## config.mk

```make
export PLATFORM = sky130hd
export DESIGN_NAME = fetch_predict
export DESIGN_NICKNAME = d
export VERILOG_FILES = /design/src/rtl/fetch_predict.sv
export SDC_FILE = /design/constraint.sdc
export NUM_CORES = 1
export LEC_CHECK = 0
export BUFFER_PORTS_ARGS = -buffer_cell sky130_fd_sc_hd__buf_2
export CAP_MARGIN = 30
export CORE_MARGIN = 10
export CORE_UTILIZATION = 55
export DETAILED_ROUTE_END_ITERATION = 10
export PLACE_DENSITY = 0.78
export SETUP_SLACK_MARGIN = 0.5
export SLEW_MARGIN = 20
export SYNTH_ARGS = -nofsm -noshare
export SYNTH_HDL_FRONTEND = slang
export SYNTH_SLANG_ARGS = --single-unit
export TNS_END_PERCENT = 100
```

## constraint.sdc

```tcl
create_clock -name clk_i -period 4.6 [get_ports clk_i]
set_input_delay 0.92 -clock clk_i [delete_from_list [all_inputs] [get_ports clk_i]]
set_output_delay 0.92 -clock clk_i [all_outputs]
set_load 0.05 [all_outputs]
```

## src/rtl/fetch_predict.sv

```systemverilog
// fetch_predict: IF stage of a 5-stage RV32I pipeline.
// Owns the PC, predecodes the fetched word, predicts conditional branches with a
// 2-bit bimodal BHT (jal is always taken), and loads the F/D pipeline register.
//
// Ports:
//   clk_i, rst_n_i                 clock (rising edge), async active-low reset
//   F_pc_o / F_instr_i             instruction memory address / same-cycle word
//   PC_stall_i                     hold PC
//   F_stall_i, F_bubble_i          hold / NOP-load the F/D register
//   E_redirect_i, E_redirect_pc_i  execute-stage refetch request and target
//   E_br_valid_i, E_br_pc_i,
//   E_br_taken_i                   resolved conditional branch, trains the BHT
//   D_pc_o, D_instr_o, D_train_taken_o, D_pred_pc_o, D_valid_o   F/D register
module fetch_predict #(
    parameter logic [31:0] RESET_PC  = 32'h8000_0000,
    parameter int unsigned BHT_IDX_W = 6,
    parameter logic [31:0] NOP_INSTR = 32'h0000_0013
) (
    input  logic        clk_i,
    input  logic        rst_n_i,
    output logic [31:0] F_pc_o,
    input  logic [31:0] F_instr_i,
    input  logic        PC_stall_i,
    input  logic        F_stall_i,
    input  logic        F_bubble_i,
    input  logic        E_redirect_i,
    input  logic [31:0] E_redirect_pc_i,
    input  logic        E_br_valid_i,
    input  logic [31:0] E_br_pc_i,
    input  logic        E_br_taken_i,
    output logic [31:0] D_pc_o,
    output logic [31:0] D_instr_o,
    output logic        D_train_taken_o,
    output logic [31:0] D_pred_pc_o,
    output logic        D_valid_o
);

    localparam int unsigned BhtEntries = 2 ** BHT_IDX_W;
    localparam logic [6:0]  OpBranch   = 7'b1100011;
    localparam logic [6:0]  OpJal      = 7'b1101111;

    logic [31:0] pc_q, pc_d;
    logic [31:0] d_pc_q, d_pc_d;
    logic [31:0] d_instr_q, d_instr_d;
    logic        d_taken_q, d_taken_d;
    logic [31:0] d_pred_q, d_pred_d;
    logic        d_valid_q, d_valid_d;
    logic [1:0]  bht_q [BhtEntries];

    // ---------------- predecode and prediction ----------------
    logic [31:0]          b_imm, j_imm, imm;
    logic                 pred_taken;
    logic [31:0]          pred_pc;
    logic [BHT_IDX_W-1:0] fetch_idx;

    assign b_imm = {{20{F_instr_i[31]}}, F_instr_i[7], F_instr_i[30:25], F_instr_i[11:8], 1'b0};
    assign j_imm = {{12{F_instr_i[31]}}, F_instr_i[19:12], F_instr_i[20], F_instr_i[30:21], 1'b0};
    assign fetch_idx = pc_q[BHT_IDX_W+1:2];

    always_comb begin
        imm        = 32'd0;
        pred_taken = 1'b0;
        case (F_instr_i[6:0])
            OpBranch: begin
                imm        = b_imm;
                pred_taken = bht_q[fetch_idx][1];
            end
            OpJal: begin
                imm        = j_imm;
                pred_taken = 1'b1;
            end
            // jalr and everything else fall through to pc+4
            default: ;
        endcase
        pred_pc = pred_taken ? (pc_q + imm) : (pc_q + 32'd4);
    end

    // ---------------- next PC ----------------
    always_comb begin
        pc_d = pred_pc;
        if (E_redirect_i) begin
            pc_d = E_redirect_pc_i;
        end else if (PC_stall_i) begin
            pc_d = pc_q;
        end
    end

    // ---------------- F/D register next state ----------------
    always_comb begin
        d_pc_d    = pc_q;
        d_instr_d = F_instr_i;
        d_taken_d = pred_taken;
        d_pred_d  = pred_pc;
        d_valid_d = 1'b1;
        if (E_redirect_i) begin
            // squash the single wrong-path word fetched this cycle
            d_instr_d = NOP_INSTR;
            d_taken_d = 1'b0;
            d_valid_d = 1'b0;
        end else if (F_stall_i) begin
            d_pc_d    = d_pc_q;
            d_instr_d = d_instr_q;
            d_taken_d = d_taken_q;
            d_pred_d  = d_pred_q;
            d_valid_d = d_valid_q;
        end else if (F_bubble_i) begin
            d_instr_d = NOP_INSTR;
            d_taken_d = 1'b0;
            d_valid_d = 1'b0;
        end
    end

    always_ff @(posedge clk_i or negedge rst_n_i) begin
        if (!rst_n_i) begin
            pc_q      <= RESET_PC;
            d_pc_q    <= 32'd0;
            d_instr_q <= NOP_INSTR;
            d_taken_q <= 1'b0;
            d_pred_q  <= 32'd0;
            d_valid_q <= 1'b0;
        end else begin
            pc_q      <= pc_d;
            d_pc_q    <= d_pc_d;
            d_instr_q <= d_instr_d;
            d_taken_q <= d_taken_d;
            d_pred_q  <= d_pred_d;
            d_valid_q <= d_valid_d;
        end
    end

    // ---------------- BHT training ----------------
    // Prediction reads bht_q combinationally; an update to the same entry lands at
    // the edge, so a same-cycle read sees the old counter (no bypass).
    logic [BHT_IDX_W-1:0] upd_idx;
    logic [1:0]           cnt_old, cnt_new;

    assign upd_idx = E_br_pc_i[BHT_IDX_W+1:2];
    assign cnt_old = bht_q[upd_idx];

    always_comb begin
        cnt_new = cnt_old;
        if (E_br_taken_i) begin
            if (cnt_old != 2'b11) cnt_new = cnt_old + 2'b01;
        end else begin
            if (cnt_old != 2'b00) cnt_new = cnt_old - 2'b01;
        end
    end

    always_ff @(posedge clk_i or negedge rst_n_i) begin
        if (!rst_n_i) begin
            for (int unsigned i = 0; i < BhtEntries; i++) begin
                bht_q[i] <= 2'b01;
            end
        end else if (E_br_valid_i) begin
            bht_q[upd_idx] <= cnt_new;
        end
    end

    logic unused_br_pc_bits;
    assign unused_br_pc_bits = ^{E_br_pc_i[31:BHT_IDX_W+2], E_br_pc_i[1:0]};

    assign F_pc_o          = pc_q;
    assign D_pc_o          = d_pc_q;
    assign D_instr_o       = d_instr_q;
    assign D_train_taken_o = d_taken_q;
    assign D_pred_pc_o     = d_pred_q;
    assign D_valid_o       = d_valid_q;

endmodule

```

==> metrics <==
design area around 17000 µm²; critical path arrival between 4 and 5 ns; maximum clock rate 253 MHz; Clk pin slew, worst setup/hold paths 0.06 ns; clock sink count 257; antenna violations before repair 1; fillcell total 2030; crit-path cells buf_2 -> nand2b_1 -> nor4_4 -> buf_12 -> and2_1 -> buf_4 -> a21o_1 -> ha_1 -> and3_1 -> a221oi_1 -> nor2b_1 -> a311o_1 -> a41oi_1 -> xnor2_1 -> o21ai_1 -> a21oi_1; EDFF count, synth 0; post-route DRC violation count 0; All-Layer GR Usage 0.250; Register Area around 6500 µm²; final WL about 43 mm; Synth area leader dfrtp_1; Vias per Instance 6.12; ANT nets after route 0; CP startpoint kind input pin; RSZ-0062 raised after global routing true; crit path capture type flip-flop; hold-critical path depth 2; Pwr per Cell Area 393 nW/µm²; Yosys reg bits 257; minimum clock period just under 4 ns; largest net degree at the start of global routing between 100 and 150; Crit path max-delay family compound AO/OA/AOI/OAI gates; DP HPWL approximately 31 mm; GR met2 Demand/Resource 0.421; Final Power ~7000 µW; crit path kind input pin to flip-flop; post-synthesis cell type count 71; PortBufs 207; Root Buffer clkbuf_16; Max Transition Viols Final 0; Worst Tran Pin Value 0.955 ns; YS warnings 0; die area 33600 µm²; wire per inst 21.8 µm; GP Congestion a little under 1; hold crit path type flip-flop to flip-flop; NumNets Final 1762; Placed Instance Area approximately 16000 µm²; layout cells sized above 1 0.358; leak pwr 0.00830 µW; largest cells by area after synthesis dfrtp_1 32%, dfstp_2 12%, mux2_2 11%; grt total ovfl 0; Fin Hold WS between 0.4 and 0.5 ns; # rows 59; Initial Util 0.561; CP bufs+invs 3; Slew Limit Headroom 0.363; Final period util 0.859; Synth Net Count around 1500; Final Hold Viols 0; drt pass-1 iters 5; Syn Std Cell Area between 10000 and 15000 µm²; Req. time, crit path 4.99 ns; Die H between 150 and 200 µm; Num CTS Buffers 28; main flop type after synthesis dfrtp_1; count leader, synth nand2_1; grt peak-use layer met2; ys async rst share 1.00; Max clock buf depth 3; met1 usage 0.315; Yosys top cell area share 0.323; synth-to-layout area growth 18.2%; IO Pins roughly 230; Post-Syn Instances 1411; Vias around 12000; cell count along the critical path 16; Clock Latency Late Sink 0.55 ns; maxcap violations 0; Reg2Reg Depth 11; synth cell count leaders 230 x nand2_1, 189 x dfrtp_1, 138 x mux2_2, 100 x nor2_1, 68 x dfstp_2; Layout Utilization 0.663; met3 GRT Util 0.0522; Max Fanout on Critical Path 8; CP peak stage delay between 0.3 and 0.4 ns; Setup TNS Final 0 ns; Avg Cell Area, Syn 10.4 µm²; Slowest cell on crit path nor4_4; Worst Clk Skew roughly 0.012 ns; Multi-input gate area roughly 7600 µm²; Initial DRC Count 979; vias in the first global route around 12000; Peak VDD IR roughly 0.00027 V; sequential-to-total area share from yosys stat 0.445; die width 183 µm; CTS tree done; setup violators final 0; Core Footprint 26100 µm²; status finished clean; CTS H-Tree Depth 1; first-pass GRT wire length a little under 70 mm
flip-flops by register name, indices dropped and copies added (netlist names):
name,flops
bht_q,128
D_pred_pc_o,31
D_valid_o,1
D_pc_o,32
F_pc_o,32
D_train_taken_o,1
D_instr_o,32
through the flow:
step / instances / setup slack, ns
detailed placement: 1928 / 0.0574
finish: 1984 / 0.649
global route: 1984 / 0.452
global placement: 1928 / 0.121
floorplan: 1411 / 0.504
CTS: 1980 / 0.573
cell families after synthesis:
group / synth area share
AO/OA/AOI/OAI: 0.129
XOR/XNOR: 0.0305
adder cells (fa/ha/maj): 0.0296
buffers and inverters: 0.0407
flip-flops: 0.445
multiplexers: 0.185
AND/OR/NAND/NOR: 0.140
report_power, final:
part	total [µW]	switching [µW]	internal, µW	leakage (µW)
logic	1590	1030	564	0.00467
clock network	2370	917	1460	0.000497
registers	2840	232	2610	0.00313
worst paths after layout:
kind	startpoint	endpoint	slack (ns)
worst min-delay path	D_pc_o[29]$_DFFE_PN0P_	D_pc_o[29]$_DFFE_PN0P_	0.46
worst min register to register	D_pc_o[29]$_DFFE_PN0P_	D_pc_o[29]$_DFFE_PN0P_	0.46
worst max register to register	F_pc_o[2]$_DFFE_PN0N_	D_pred_pc_o[29]$_DFFE_PN0P_	1.03
worst max-delay path	F_instr_i[4]	F_pc_o[28]$_DFFE_PN0N_	0.65
min in group asynchronous	rst_n_i	D_pc_o[18]$_DFFE_PN0P_	0.47
max in group asynchronous	rst_n_i	bht_q[16]$_DFFE_PN1P_	3.10
final cells by class:
| class | instances | area share |
|---|---|---|
| Inverter | 19 | 0.00412 |
| Clock buffer | 42 | 0.0499 |
| Sequential cell | 257 | 0.376 |
| Antenna cell | 1 | 0.000145 |
| Multi-Input combinational cell | 1045 | 0.442 |
| Timing Repair Buffer | 275 | 0.0964 |
| Clock inverter | 10 | 0.00723 |
| Tap cell | 335 | 0.0242 |
tightest hold or removal path: stages (launching register included):
cell	delay [ns]
dfrtp_1	0.34
nand2_1	0.05
nand2_1	0.05
per-layer routing:
metal | routed length, µm | vias to the layer above
li1 | - | 5516
met1 | 17100 | 5930
met4 | 1430 | 0
met3 | 3770 | 112
met2 | 21000 | 579
met5 | 0 | -
cell usage in the layout, fill, tap and decap left out, types with 6 or more instances in the layout:
cell type / count
a21o_1: 24
a21oi_1: 54
a221oi_1: 10
a22o_1: 36
a22oi_1: 7
a31oi_1: 15
and2_1: 12
and3_1: 16
and4_1: 6
buf_12: 9
buf_2: 206
buf_4: 59
clkbuf_16: 29
clkbuf_8: 9
clkinv_2: 7
dfrtp_1: 189
dfstp_2: 68
ha_1: 31
inv_1: 16
mux2_1: 6
mux2_2: 138
mux2i_1: 39
mux4_2: 31
nand2_1: 229
nand2b_1: 7
nand3_1: 27
nand4_1: 10
nor2_1: 100
nor2b_1: 7
nor3_1: 16
o211ai_1: 8
o21a_1: 7
o21ai_0: 33
o21ai_1: 33
o21bai_1: 6
o31ai_1: 8
or3_1: 9
xnor2_1: 30
xor2_1: 20
repair_timing:
action	CTS	global route
hold buffers	0	0
setup endpoints to repair	0	11
resized for setup	0	13
buffers inserted	0	3
(Power assumes the default switching activity.)
